## src/rtl/a2d_chnl_seq.sv

```systemverilog
// rtl/a2d_chnl_seq.sv - three-channel A2D sequencer with its own SPI master
// Six 16-bit frames per nxt strobe (mux-set then read per channel), registered 12-bit results.
module a2d_chnl_seq #(
    parameter logic [2:0] LFT_CHNL  = 3'd0,
    parameter logic [2:0] RGHT_CHNL = 3'd4,
    parameter logic [2:0] BATT_CHNL = 3'd5
) (
    input  logic        clk,
    input  logic        rst_n,
    input  logic        nxt,
    input  logic        MISO_A2D,
    output logic [11:0] lft_ld,
    output logic [11:0] rght_ld,
    output logic [11:0] batt,
    output logic        cnv_cmplt,
    output logic        SS_n_A2D,
    output logic        SCLK_A2D,
    output logic        MOSI_A2D
);
    typedef enum logic [1:0] {IDLE, FRAME, GAP} state_t;

    localparam logic [9:0] FRAME_END = 10'd512;
    // GAP leaves one clk early because FRAME spends its first clk before SS_n falls.
    localparam logic [9:0] GAP_LAST  = 10'd30;

    state_t      state_q, state_d;
    logic [9:0]  cnt_q, cnt_d;
    logic [1:0]  ci_q, ci_d;
    logic        ph_q, ph_d;
    logic [11:0] shift_q, shift_d;
    logic [11:0] lft_q, lft_d;
    logic [11:0] rght_q, rght_d;
    logic [11:0] batt_q, batt_d;
    logic        cmplt_q, cmplt_d;
    logic        ss_n_q, ss_n_d;
    logic        sclk_q, sclk_d;
    logic        mosi_q, mosi_d;
    logic [2:0]  chnl;
    logic [15:0] cmd;
    logic        last_frame;

    always_comb begin
        case (ci_q)
            2'd0:    chnl = LFT_CHNL;
            2'd1:    chnl = RGHT_CHNL;
            default: chnl = BATT_CHNL;
        endcase
    end

    assign cmd        = {2'b00, chnl, 11'h000};
    assign last_frame = (ci_q == 2'd2) && ph_q;

    always_ff @(posedge clk or negedge rst_n) begin
        if (!rst_n) begin
            state_q <= IDLE;
            cnt_q   <= '0;
            ci_q    <= '0;
            ph_q    <= 1'b0;
            shift_q <= '0;
            lft_q   <= '0;
            rght_q  <= '0;
            batt_q  <= '0;
            cmplt_q <= 1'b0;
            ss_n_q  <= 1'b1;
            sclk_q  <= 1'b1;
            mosi_q  <= 1'b0;
        end else begin
            state_q <= state_d;
            cnt_q   <= cnt_d;
            ci_q    <= ci_d;
            ph_q    <= ph_d;
            shift_q <= shift_d;
            lft_q   <= lft_d;
            rght_q  <= rght_d;
            batt_q  <= batt_d;
            cmplt_q <= cmplt_d;
            ss_n_q  <= ss_n_d;
            sclk_q  <= sclk_d;
            mosi_q  <= mosi_d;
        end
    end

    always_comb begin
        state_d = state_q;
        cnt_d   = cnt_q;
        ci_d    = ci_q;
        ph_d    = ph_q;
        shift_d = shift_q;
        lft_d   = lft_q;
        rght_d  = rght_q;
        batt_d  = batt_q;
        cmplt_d = 1'b0;
        ss_n_d  = 1'b1;
        sclk_d  = 1'b1;
        mosi_d  = 1'b0;
        case (state_q)
            IDLE: begin
                if (nxt) begin
                    state_d = FRAME;
                    cnt_d   = '0;
                    ci_d    = '0;
                    ph_d    = 1'b0;
                end
            end
            FRAME: begin
                if (cnt_q == FRAME_END) begin
                    if (ph_q) begin
                        case (ci_q)
                            2'd0:    lft_d  = shift_q;
                            2'd1:    rght_d = shift_q;
                            2'd2:    batt_d = shift_q;
                            default: ;
                        endcase
                    end
                    cnt_d = '0;
                    if (last_frame) begin
                        state_d = IDLE;
                        cmplt_d = 1'b1;
                        ci_d    = '0;
                        ph_d    = 1'b0;
                    end else begin
                        state_d = GAP;
                        ph_d    = ~ph_q;
                        if (ph_q)
                            ci_d = ci_q + 2'd1;
                    end
                end else begin
                    // cnt_q is the clk offset from the SS_n fall: [8:5] bit period, [4] SCLK phase.
                    ss_n_d = 1'b0;
                    sclk_d = cnt_q[4];
                    mosi_d = cmd[4'd15 - cnt_q[8:5]];
                    // Only the low 12 bits are kept; the upper nibble shifts out the top.
                    if (cnt_q[4:0] == 5'd16)
                        shift_d = {shift_q[10:0], MISO_A2D};
                    cnt_d = cnt_q + 10'd1;
                end
            end
            GAP: begin
                if (cnt_q == GAP_LAST) begin
                    state_d = FRAME;
                    cnt_d   = '0;
                end else begin
                    cnt_d = cnt_q + 10'd1;
                end
            end
            default: state_d = IDLE;
        endcase
    end

    assign lft_ld    = lft_q;
    assign rght_ld   = rght_q;
    assign batt      = batt_q;
    assign cnv_cmplt = cmplt_q;
    assign SS_n_A2D  = ss_n_q;
    assign SCLK_A2D  = sclk_q;
    assign MOSI_A2D  = mosi_q;
endmodule

```

## config.mk

```make
export PLATFORM = sky130hd
export DESIGN_NAME = a2d_chnl_seq
export DESIGN_NICKNAME = d
export VERILOG_FILES = /design/src/rtl/a2d_chnl_seq.sv
export SDC_FILE = /design/constraint.sdc
export NUM_CORES = 1
export LEC_CHECK = 0
export CORE_ASPECT_RATIO = 1.2
export CORE_MARGIN = 1
export CORE_UTILIZATION = 25
export CTS_CLUSTER_SIZE = 20
export DETAILED_ROUTE_END_ITERATION = 8
export MAX_ROUTING_LAYER = met4
export REMOVE_ABC_BUFFERS = 1
export SYNTH_ARGS = -nofsm -noshare
export SYNTH_HDL_FRONTEND = slang
export SYNTH_SLANG_ARGS = --single-unit
```

## constraint.sdc

```tcl
create_clock -name clk -period 6.3 [get_ports clk]
set_input_delay 0.63 -clock clk [delete_from_list [all_inputs] [get_ports clk]]
set_output_delay 0.63 -clock clk [all_outputs]
set_load 0.005 [all_outputs]
```

Word-level counts from Yosys, hierarchy flattened
Cells that the tools add are included.

Add/sub/neg operators: 3. $lt $le $gt $ge: 1. Equality and inequality tests: 11. Muxes and demuxes: 30. Bitwise logic cells: 2. Reduce and logical (&&, ||, !) cells: 13.

Operators by type and width (number): two-way mux 10 bit (3); one-hot mux 10 bit (3 select lines) (1); two-way mux 2 bit (8); AND reduction 4 bit (4); two-way mux 1 bit (13); adder 10 x 1 -> 10 bit (second input constant) (1); == test 10 bit (second input constant) (1); == test 10 x 5 -> 1 bit (second input constant) (1); AND reduction 3 bit (3); inequality test 2 bit (second input constant) (3); one-hot mux 2 bit (3 select lines) (1); one-hot mux 3 bit (2 select lines) (1); == test 5 bit (second input constant) (1); < comparator 4 x 5 -> 1 bit (second input constant) (1); binary-select mux 1 bit (select 4 bit) (1); == test 2 x 1 -> 1 bit (second input constant) (2); == test 2 bit (second input constant) (2); zero test 2 bit (2); one-hot mux 2 bit (2 select lines) (1); subtractor 4 bit (first input constant) (1); inequality test 3 bit (second input constant) (1); nonzero test 3 bit (1); adder 2 x 1 -> 2 bit (second input constant) (1); inverter 1 bit (2); other kinds (4) (4).

Register bits after elaboration: 67. Bits of input ports: 4. Word-level logic and storage cells: 72.

Longest topological paths before layout
Depth after elaboration: 6. Depth in mapped cells: 8. Mapped depth without buffers: 7.

Worst setup path before layout
No wires, ideal clock.

Path kind: reg2reg. Start: register state_q[1]. End: register rght_q[10] (netlist: rght_ld[10]). Setup time: 125 ps. Arrival time: 1887 ps. Path slack: 4288 ps. Cell stages (with the launch flop): 8. Path buffers: 1. Cell sequence: dfrtp_1 inv_1 ha_1 and4bb_2 nand4_4 nor3b_4 buf_6 mux2_2.

Word-level cells in the longest chain between the ends: 2.

RTL lines: start: declaration (line 26) `state_t state_q, state_d;`; start signal: assignment (line 68) `state_q <= state_d;`; == test 2 x 1 -> 1 bit (line 96) `case (state_q)`; AND reduction 4 bit (no source line); end signal: assignment (line 74) `rght_q <= rght_d;`; end: declaration (line 32) `logic [11:0] rght_q, rght_d;`.

Every way passes these cells. A chain may end at the register's enable or synchronous reset.

Worst setup path after layout
Start: register state_q[1]. End: register batt_q[3] (netlist: batt[3]).

Word-level cells in the longest chain between the ends: 2.

RTL lines: == test 2 x 1 -> 1 bit (line 96); AND reduction 4 bit (no source line); end signal: assignment (line 75) `batt_q <= batt_d;`; end: declaration (line 33) `logic [11:0] batt_q, batt_d;`.

Every way passes these cells.

==> reports/results.tsv <==
stage	metric	value	unit
status	status	complete, no violations	
timing	period_share	0.4272	
logic_synthesis	ys_seq_elements	67	
routing	drcViolationCount	0	
floorplanning	dieArea	12360	um2
setup_path	path_cells	inv_1, ha_1, and4bb_2, nand4_4, nor2_1, mux2_2	
floorplanning	coreArea	11570	um2
cts	cts_setup_buffers	0	
timing	holdWs	480.1	ps
logic_synthesis	postSynth.asyncResetShare	1.000	
logic_synthesis	avgSynthCellArea	13.36	um2
cts	cts_hold_buf	0	
timing	rsz0062_at_grt	no	
timing	period_needed	2691	ps
timing	tightestPinTransition	1180	ps
timing	skew	9.347	ps
cts	cts_max_path_buffers	2	
logic_synthesis	synth_warnings	0	
routing	wl_per_cell	13.98	um
cts	cts_resized	0	
pwr	pwr-share-seq	0.387	
setup_path	worstSetupPathType	register to register	
routing	vias	1924	
logic_synthesis	synth.largest_area_cell	dfrtp_1	
floorplanning	pin_count	44	
setup_path	critPathMaxStageDelay	930	ps
setup_path	endpoint_kind	register	
logic_synthesis	netlist.area_leader.share	0.5458	
setup_path	crit_slowest_cell	nor2_1	
placement	io_buffers	43	
logic_synthesis	synth.yosys.seq_area_share	0.5634	
global_routing	grt_use_total	0.1122	
floorplanning	initial_core_util	0.2577	
routing	via_per_inst	4.443	
pwr	internal_power	0.8782	mW
layout	layout-drive-gt1-share	0.2717	
pwr	clockPowerShare	0.411	
floorplanning	die_x	101.7	um
floorplanning	rows	43	
pwr	p_leak	1.784	nW
cts	cts_tree	yes	
layout	multi_input_area	1229	um2
global_routing	grt_pass1_vias	1972	
layout	regArea	1679	um2
cts	clock_sinks	67	
setup_path	critPathArrivalTime	2900	ps
logic_synthesis	netlist_area	2980	um2
logic_synthesis	syn_inst	223	
logic_synthesis	synth_cell_types	37	
layout	n_fill_cell	1166	
timing	fin_setup_tns	0	ps
logic_synthesis	synth-edff-count	0	
logic_synthesis	synth-main-ff-cell	dfrtp_1	
routing	drt-pass1-iter-count	4	
timing	setup_violations	0	
global_routing	grt_pass1_wl	10.19	mm
pwr	total_power	1.251	mW
pwr	vdd_drop_max	0.0001488	V
global_routing	antenna_found_initial	0	
placement	post_dp_cell_area	3567	um2
flow_run	max-cap-violations	0	
pwr	swShare	0.2978	
timing	max_freq	371.6	MHz
timing	finalHoldViolations	0	
layout	syn_to_final_growth	30.10	%
layout	diodes	0	
pwr	combPwrFrac	0.202	
layout	final_cell_area	3877	um2
global_routing	overflow	0	
cts	insertion_delay	330	ps
timing	slew_violations	0	
pwr	power.density	322.6	nW/um2
floorplanning	chipHeight	121.6	um
layout	post-route-util	0.3352	
timing	slew_headroom	0.2107	
routing	antenna_left	0	
cts	cts_buffers	9	
cts	clk_pin_slew	60	ps
routing	wl	6.055	mm
setup_path	crit_path_max_fanout	12	
placement	place.gp.congestion	0.8030	
cts	cts_root_buf	clkbuf_16	
setup_path	startpoint_type	register	
pwr	switchingPower	0.3725	mW
global_routing	grt_max_degree	68	
placement	dp_hpwl	4.133	mm
logic_synthesis	netlist_top_cells_area	dfrtp_1, mux2_2, ha_1, mux2i_1, o21ai_0	
setup_path	crit_required	6510	ps
cts	htree_levels	3	
routing	dr.first_iter.drc_count	61	
layout	fin_nets	282	
min_path	hold_class	input port to asynchronous set/reset pin	
layer usage:
metal	track usage	wire (um)	vias to the layer above
met5	-	0	-
met4	0.04257	65	0
met3	0.03442	289	9
met2	0.1672	2890	45
met1	0.1424	2810	971
li1	-	-	899
path summary, 6_finish.rpt:
path / startpoint / depth (start not counted) / slack, ps / endpoint
setup / recovery: state_q[1] / 6 / 3610 / batt[3]
hold / removal: rst_n / 2 / 480 / cnt_q[5]
setup reg to reg: state_q[1] / 6 / 3610 / batt[3]
hold reg to reg: lft_ld[3] / 1 / 510 / lft_ld[3]
max in group asynchronous: rst_n / 2 / 5260 / shift_q[7]
min in group clk: lft_ld[3] / 1 / 510 / lft_ld[3]
placed cells by master, fill, tap and decap left out, types with 3 or more instances in the layout:
master            n
clkbuf_16         9
nor2_1            6
and3_1            5
mux2i_1           7
nand3_1           7
nor2b_1           6
nor3_1            3
inv_1             8
nand2_1           9
dfrtp_1          65
nand2b_1          4
a22o_1            5
mux2_2           49
ha_1              7
o21ai_0          13
clkdlybuf4s50_1  42
power groups by stage:
stage                     sequential (mW)  clock [mW]  combinational, mW
after floorplan                     0.487           0              0.179
after global routing                0.487       0.545              0.283
final                               0.483       0.514              0.253
after CTS                           0.484       0.525              0.254
after detailed placement            0.492           0              0.253
after global placement              0.490           0              0.245
critical path, delay by kind of cell (launching register included):
kind | cells | cell delay (ps)
fa+ha+maj | 1 | 260
buf+inv | 1 | 100
flops | 1 | 400
mux | 1 | 420
simple gates | 3 | 1400
metrics by stage:
step	worst slack (ps)	std cells
finish	3609	433
global route	3321	433
CTS	3454	433
detailed placement	3467	417
global placement	3536	417
floorplan	4098	216
cell usage after synthesis, types with 3 or more instances:
library cell  number
o21ai_0           13
dfrtp_1           65
mux2_2            49
mux2i_1            7
nor2b_1            6
nand2_1            9
nor2_1             6
nand2b_1           4
nand3_1            7
and3_1             5
a22o_1             5
ha_1               7
inv_1              8
nor3_1             3
sequential cells by signal, indices dropped and copies added (netlist names):
register / flops
batt: 12
lft_ld: 12
rght_ld: 12
shift_q: 12
cnt_q: 10
ci_q: 2
state_q: 2
MOSI_A2D: 1
SCLK_A2D: 1
SS_n_A2D: 1
cnv_cmplt: 1
ph_q: 1
logic make-up after synthesis:
kind of cell	share of synthesized area
muxes	0.2086
buffers and inverters	0.02435
DFF	0.5634
adders and majority gates	0.02939
AOI/OAI and AO/OA	0.06885
and+or+nand+nor	0.1054
area by class of cell:
class                      count  share of cell area
tap                          157             0.05066
timing repair buffer          44              0.1116
sequential                    67              0.4330
multi-input combinational    141              0.3169
clock buffer                  10             0.06163
inverter                       8            0.007744
clock inverter                 6             0.01839
Note: power is estimated with default switching activity, not from simulation.
